## config.mk

```make
export PLATFORM = sky130hd
export DESIGN_NAME = distributed_fifo_m
export DESIGN_NICKNAME = d
export VERILOG_FILES = /design/src/rtl/mem_pkg.sv /design/src/rtl/sdp_distributed_ram_m.sv /design/src/rtl/distributed_fifo_m.sv
export SDC_FILE = /design/constraint.sdc
export NUM_CORES = 1
export LEC_CHECK = 0
export BUFFER_PORTS_ARGS = -buffer_cell sky130_fd_sc_hd__buf_2
export CORE_MARGIN = 8
export CORE_UTILIZATION = 60
export CTS_BUF_LIST = sky130_fd_sc_hd__clkbuf_2
export DETAILED_ROUTE_END_ITERATION = 16
export PLACE_DENSITY = 0.78
export RECOVER_POWER = 50
export SKIP_CTS_REPAIR_TIMING = 1
export SYNTH_ARGS = -nofsm -noshare
export SYNTH_HDL_FRONTEND = slang
export SYNTH_HIERARCHICAL = 1
export SYNTH_SLANG_ARGS = --single-unit
```

## constraint.sdc

```tcl
create_clock -name clk -period 2.5 [get_ports clk]
set_clock_uncertainty 0.05 [all_clocks]
set_input_delay 0.5 -clock clk [delete_from_list [all_inputs] [get_ports clk]]
set_output_delay 0.5 -clock clk [all_outputs]
set_load 0.02 [all_outputs]
```

## src/rtl/mem_pkg.sv

```systemverilog
// Shared constants and helpers for the memory building blocks.
package mem_pkg;

    localparam string MODE_STD  = "STD";
    localparam string MODE_FWFT = "FWFT";

    // Occupancy counters need one extra bit to represent a completely full store.
    function automatic int cnt_width(input int addr_width);
        return addr_width + 1;
    endfunction

endpackage

```

## src/rtl/sdp_distributed_ram_m.sv

```systemverilog
// Simple dual-port LUT RAM: one synchronous write port, one async (or optionally registered) read port.
module sdp_distributed_ram_m #(
    parameter int    WORD_WIDTH     = 8,
    parameter int    ADDR_WIDTH     = 3,
    parameter string OUT_REGISTERED = "NO"
) (
    input  logic                  clk,
    input  logic                  we,
    input  logic [ADDR_WIDTH-1:0] waddr,
    input  logic [WORD_WIDTH-1:0] wdata,
    input  logic [ADDR_WIDTH-1:0] raddr,
    output logic [WORD_WIDTH-1:0] rdata
);

    localparam int DEPTH = 2 ** ADDR_WIDTH;

    // Contents are deliberately never reset so the array maps onto LUT RAM.
    logic [WORD_WIDTH-1:0] mem [DEPTH];

    always_ff @(posedge clk) begin
        if (we) mem[waddr] <= wdata;
    end

    if (OUT_REGISTERED == "YES") begin : g_reg
        logic [WORD_WIDTH-1:0] rdata_q;
        always_ff @(posedge clk) rdata_q <= mem[raddr];
        assign rdata = rdata_q;
    end else begin : g_async
        assign rdata = mem[raddr];
    end

endmodule

```

## src/rtl/distributed_fifo_m.sv

```systemverilog
// Single-clock FIFO on distributed RAM with STD (registered) or FWFT output and registered status flags.
module distributed_fifo_m
    import mem_pkg::*;
#(
    parameter int    WORD_WIDTH       = 8,
    parameter int    ADDR_WIDTH       = 3,
    parameter string MODE             = "STD",
    parameter int    ALMOST_FULL_THR  = 2 ** ADDR_WIDTH - 1,
    parameter int    ALMOST_EMPTY_THR = 1
) (
    input  logic                             clk,
    input  logic                             rst_n,
    input  logic                             wr_en,
    input  logic [WORD_WIDTH-1:0]            wr_data,
    output logic                             full,
    output logic                             almost_full,
    output logic                             overflow,
    input  logic                             rd_en,
    output logic [WORD_WIDTH-1:0]            rd_data,
    output logic                             empty,
    output logic                             almost_empty,
    output logic                             underflow,
    output logic [cnt_width(ADDR_WIDTH)-1:0] count
);

    localparam int              DEPTH = 2 ** ADDR_WIDTH;
    localparam int              CW    = cnt_width(ADDR_WIDTH);
    localparam logic [CW-1:0]   DEPTH_C = CW'(DEPTH);
    localparam logic [CW-1:0]   AF_C    = CW'(ALMOST_FULL_THR);
    localparam logic [CW-1:0]   AE_C    = CW'(ALMOST_EMPTY_THR);

    if (ALMOST_FULL_THR < 0 || ALMOST_FULL_THR > DEPTH) begin : g_bad_af
        $error("distributed_fifo_m: ALMOST_FULL_THR out of range 0..DEPTH");
    end
    if (ALMOST_EMPTY_THR < 0 || ALMOST_EMPTY_THR > DEPTH) begin : g_bad_ae
        $error("distributed_fifo_m: ALMOST_EMPTY_THR out of range 0..DEPTH");
    end
    if (MODE != MODE_STD && MODE != MODE_FWFT) begin : g_bad_mode
        $error("distributed_fifo_m: MODE must be STD or FWFT");
    end

    logic [ADDR_WIDTH-1:0] wr_ptr, rd_ptr;
    logic [WORD_WIDTH-1:0] ram_rdata;
    logic                  wr_acc, rd_acc;

    // Accepts look only at the pre-edge flags, so full+rd+wr drops the write
    // and empty+rd+wr drops the read.
    assign wr_acc = wr_en & ~full;
    assign rd_acc = rd_en & ~empty;

    assign full         = (count == DEPTH_C);
    assign empty        = (count == '0);
    assign almost_full  = (count >= AF_C);
    assign almost_empty = (count <= AE_C);

    always_ff @(posedge clk) begin
        if (!rst_n) begin
            wr_ptr    <= '0;
            rd_ptr    <= '0;
            count     <= '0;
            overflow  <= 1'b0;
            underflow <= 1'b0;
        end else begin
            if (wr_acc) wr_ptr <= wr_ptr + ADDR_WIDTH'(1);
            if (rd_acc) rd_ptr <= rd_ptr + ADDR_WIDTH'(1);
            case ({wr_acc, rd_acc})
                2'b10:   count <= count + CW'(1);
                2'b01:   count <= count - CW'(1);
                default: count <= count;
            endcase
            overflow  <= wr_en & full;
            underflow <= rd_en & empty;
        end
    end

    sdp_distributed_ram_m #(
        .WORD_WIDTH     (WORD_WIDTH),
        .ADDR_WIDTH     (ADDR_WIDTH),
        .OUT_REGISTERED ("NO")
    ) u_ram (
        .clk   (clk),
        .we    (wr_acc),
        .waddr (wr_ptr),
        .wdata (wr_data),
        .raddr (rd_ptr),
        .rdata (ram_rdata)
    );

    if (MODE == MODE_FWFT) begin : g_fwft
        assign rd_data = ram_rdata;
    end else begin : g_std
        // Output register sits here rather than in the RAM because it is
        // gated by read accept and cleared by reset.
        logic [WORD_WIDTH-1:0] rd_q;
        always_ff @(posedge clk) begin
            if (!rst_n)      rd_q <= '0;
            else if (rd_acc) rd_q <= ram_rdata;
        end
        assign rd_data = rd_q;
    end

endmodule

```

After elaboration in Yosys (flattened, before gate mapping)
Memory sizes are Yosys's and may differ from the RTL's. A register that Yosys moved wholly into a read port is not among the register bits. Cells that the tools add are included.

Register bits after elaboration: 12. Bits in writable memories: 64. Output and inout port bits: 18. Memories: 1. Word-level logic and storage cells: 27. Input bits: 12.

Eq/ne operators: 3. Reductions and logical operators: 3. Mux-type cells: 3. Bitwise gates (word level): 6. Add/sub/neg operators: 4. Magnitude comparators: 2.

Memories: u_ram.mem (words 8, bits a word 8, rd ports 1, clocked after Yosys merged registers in 1, write ports 1, line sdp_distributed_ram_m.sv:18) `logic [WORD_WIDTH-1:0] mem [DEPTH];`.

Operators with widths (count): 4-bit one-hot mux with 2 select lines (1); 3-bit by 1-bit adder with 3-bit output, second input constant (2); 4-bit by 1-bit adder with 4-bit output, second input constant (1); 1-bit AND (4); 4-bit equality test, second input constant (1); 4-bit by 3-bit greater-or-equal comparator with 1-bit output, second input constant (1); 4-bit by 1-bit <= comparator with 1-bit output, second input constant (1); 4-bit zero test (1); 4-bit by 1-bit subtractor with 4-bit output, second input constant (1); 2-bit by 1-bit equality test with 1-bit output, second input constant (1); 2-bit equality test, second input constant (1); 1-bit 2-to-1 mux (2); 1-bit NOT (2); 2-bit nonzero test (1); 1-bit zero test (1).

Longest topological paths before layout
Word-level depth: 5. Depth in mapped cells: 10. Depth with buffers taken out: 9.

Cells and area by module
Netlist, hierarchy kept.

By module, submodules not included: sdp_distributed_ram_m (area an instance 2531.2 µm², instances 1, cells an instance 106, seq. area each 1921.8 µm²); distributed_fifo_m (area an instance 993.5 µm², instances 1, cells an instance 107, seq. area each 400.4 µm²).

Least setup slack after synthesis
Ideal clock, no wire load.

Path type: reg-to-reg. Start: reg count[0]. End: reg count[3]. Buffers on the path: 1. Period minus slack after synthesis: 2.463 ns. Required time: 2.378 ns. Library setup time: 0.072 ns. Stages on the path, launching flop included: 11. Slack: 0.037 ns. Arrival time: 2.341 ns. Path through: dfxtp_1 inv_1 ha_1 or3b_4 clkinv_2 buf_8 nor2_1 ha_1 or4b_1 a21oi_1 mux2i_1.

Cells in the longest elaborated chain, start to end: 5. Elaborated cells between the ends (all ways): 12. Those cells by class: 2 x add/sub; 3 x eq/ne; 1 x mux; 4 x bitwise; 2 x reduce/logical.

RTL lines: start: declaration (line distributed_fifo_m.sv:23) `output logic [cnt_width(ADDR_WIDTH)-1:0] count`; start signal: assignment (line distributed_fifo_m.sv:67) `2'b10: count <= count + CW'(1);`; start signal: assignment (line distributed_fifo_m.sv:68) `2'b01: count <= count - CW'(1);`; start signal: assignment (line distributed_fifo_m.sv:69) `default: count <= count;`; 4-bit zero test (*) (line distributed_fifo_m.sv:52) `assign empty = (count == '0);`; via empty (line distributed_fifo_m.sv:20) `output logic empty,`; 1-bit NOT (*) (line distributed_fifo_m.sv:49) `assign rd_acc = rd_en & ~empty;`; 1-bit AND (*) (line distributed_fifo_m.sv:49); via rd_acc (line distributed_fifo_m.sv:44) `logic wr_acc, rd_acc;`; 2-bit by 1-bit equality test with 1-bit output / 2-bit equality test (equally long branches) (line distributed_fifo_m.sv:66) `case ({wr_acc, rd_acc})`; 4-bit one-hot mux with 2 select lines / 2-bit nonzero test (equally long branches).

The timed path passes the listed nets; every way through them passes the cells marked *. A chain may end at the register's enable or synchronous reset.

Worst setup path in the final report
Start: reg count[1]. End: out empty.

Cells in the longest elaborated chain, start to end: 1.

RTL lines (line): 4-bit zero test (distributed_fifo_m.sv:52); end: declaration (distributed_fifo_m.sv:20).

Every way passes these cells.

==> results.md <==
- DRC: 0
- ANT cells: 0
- WP buf/inv: 4
- H-tree Lvls: 3
- Sequential Area: 2327 um^2
- Mean Syn Cell Area: 16.55 um^2
- Via count: 1969
- Syn Std Cell Area: 3525 um^2
- Crit share post-route: 96.85%
- Die area: 8583 um^2
- Bufs on Longest Clock Path: 2
- I/O Buffers: 29
- 1st-iter DRT viols: 151
- Post-Syn Instances: 213
- Avg WL per Cell: 18.40 um
- Critical path cell sequence: inv_4 > ha_4 > or3b_4 > inv_4 > buf_8 > buf_6
- CP Max Fanout: 5
- Root buffer cell: clkbuf_2
- Routing usage on met3: 4.207%
- CP delay by family, top: flip-flops
- Final Util: 69.34%
- Hold_ws: 212.6 ps
- Syn nets: 231
- Maximum VDD drop: 0.0006561 V
- Gr usage total: 14.90%
- Setup-failing EPs final: 0
- Worst relative slew slack: 61.46%
- Fill count: 405
- Status: complete, no violations
- Worst setup EP type: output port
- Global routing met1 resource utilization: 18.43%
- Count of cell types in the netlist: 36
- Worst min-delay path class: input port to register
- Dpl hpwl: 4.109 mm
- Actual slew at the worst max-slew pin: 574.5 ps
- CP peak stage delay: 420 ps
- Post-DP Area: 3811 um^2
- R2r endpoint: count[2]
- WP data required: 1950 ps
- Area of the core: 5816 um^2
- Seq cells post-synth: 84
- Clk pin slew, worst setup/hold paths: 240 ps
- Pleak: 0.001470 uW
- Crit start category: register
- TritonCTS buffer count: 9
- # nets final: 285
- Min cycle time layout: 2421 ps
- Detailed Route WL: 6.384 mm
- Hold path depth: 3
- Largest net degree at the start of global routing: 20
- Vias per std cell: 5.674
- Final Hold Viols: 0
- CP max-delay cell: dfxtp_4
- Reg2Reg Depth: 8
- Initial antenna violation count: 0
- Clk sinks: 84
- Crit path top cell by count: inv_4
- Grt peak-use layer: met2
- Cell row count: 28
- Final std cell area, no fill: 4033 um^2
- Die Ht: 92.65 um
- Initial core utilization: 60.61%
- TritonCTS clock tree: built
- Kind of critical path: register to output port
- Hold EP: wr_ptr[1]
- Ys Warns: 6
- Met2 Usage GRT: 23.90%
- Hold path start: wr_en
- Clk_lat worst skew: 510 ps
- Worst EP arrival: 1870 ps
- Number of routed nets with antenna violations: 0
- Post-synthesis sequential area ratio: 65.89%
- Global-route wire length before repair: 9.404 mm
- Die width: 92.65 um
- Layout cell share with drive strength beyond 1: 35.29%
- Max Slew Vio Count: 0
- Drt pass-1 iters: 4
- Total grt overflow: 0
- Total design power: 3689 uW
- RD Place Congestion: 0.7828
- Multi-input logic area: 1104 um^2
- Max Cap Viol: 0
- F_max: 413.0 MHz
- Setup WS post-layout: 78.69 ps
- Layout Area Growth over Synthesis: 14.41%
- Vias in the first global route: 1845
- Reg-to-reg startpoint: count[1]
- Pre-CTS setup slack: 151.0 ps
- PD cells: 914.9 nW/um^2
- I/O pins: 30
- Reg2reg setup slack: 220 ps
==> metal layers <==
layer	part of all wire, %	wire [um]	vias to the layer above
met2	50	3200	51
li1	-	-	939
met1	43	2718	972
met5	0	0	-
met4	1.0	67	0
met3	6.2	398	7
==> power breakdown <==
part | total (uW) | switching, uW | internal [uW]
Clock | 742 | 490 | 252
Combinational | 1260 | 640 | 624
Sequential | 1680 | 73.4 | 1610
Total | 3690 | 1200 | 2490
==> worst max path at each step <==
| stage | from | endpoint | slack [ps] | cells past startpoint |
|---|---|---|---|---|
| floorplan | count[0] | count[3] | 40 | 10 |
| global placement | count[1] | count[3] | 210 | 9 |
| detailed placement | count[1] | count[3] | 150 | 9 |
| CTS | count[1] | empty | -280 | 6 |
| global route | count[1] | empty | -30 | 6 |
| finish | count[1] | empty | 80 | 6 |
==> cell usage in the layout (no fill, tap or decap), types with 8 or more instances in the layout <==
| cell type | synthesis | routed |
|---|---|---|
| dfxtp_1 | 20 | 18 |
| a21oi_2 | 8 | 8 |
| buf_4 | 1 | 22 |
| o21ai_2 | 8 | 8 |
| clkbuf_2 | 0 | 9 |
| clkbuf_1 | 2 | 8 |
| nand3_1 | 12 | 12 |
| mux4_1 | 15 | 15 |
| buf_2 | 3 | 20 |
| mux2_2 | 8 | 8 |
| nor2_1 | 10 | 10 |
| edfxtp_1 | 64 | 64 |
==> worst min-delay path: stages <==
cell	delay [ps]
buf_2	120
nand3_1	80
a21oi_1	60
==> per-stage QoR <==
step                      cells  setup TNS [ps]
final                       347               0
after global routing        347          -31.28
after CTS                   340          -280.3
after detailed placement    324               0
after global placement      324               0
after floorplan             213               0
==> flip-flops by register name (all words and copies together) (netlist names) <==
signal,cells
count,4
overflow,1
rd_data,8
rd_ptr,3
u_ram/mem,64
underflow,1
wr_ptr,3
==> final cells by class <==
| class | instances | area share (%) |
|---|---|---|
| flip-flops and latches | 84 | 57.71 |
| multi-input cells | 111 | 27.37 |
| repair buffers | 53 | 8.594 |
| well taps | 75 | 2.327 |
| clock inverters | 7 | 2.017 |
| clock buffers | 9 | 1.117 |
| inverters | 8 | 0.8688 |
==> cell usage after synthesis (all sizes together) <==
cell,count,area [um^2]
nand2,6,22.52
inv,6,22.52
edfxtp,64,1922
buf,8,72.56
clkbuf,2,7.510
mux4,16,416.7
a21oi,14,100.1
clkinv,2,8.750
nor3,5,25.02
mux2,8,90.09
nand2b,6,37.54
xor2,2,17.52
nand4b,1,8.760
or4b,1,10.01
a21o,1,8.760
a211oi,1,7.510
or3,3,20.02
nand3b,1,7.510
o21ai,13,95.09
dfxtp,20,400.4
mux2i,4,40.04
nand3,12,60.06
or3b,1,11.26
nor2,10,37.54
ha,6,75.07
==> logic make-up (layout without fill, tap and decap cells) <==
logic type               count (synthesis)  in the layout  synth area share (%)
AND/OR/NAND/NOR                         46             46                 6.816
buffers and inverters                   18             77                 3.159
flip-flops                              84             84                 65.89
XOR/XNOR                                 2              2                0.4971
AO/OA/AOI/OAI                           29             29                 5.999
adder cells (fa/ha/maj)                  6              6                 2.130
multiplexers                            28             28                 15.51
Note: power is estimated with default switching activity, not from simulation.
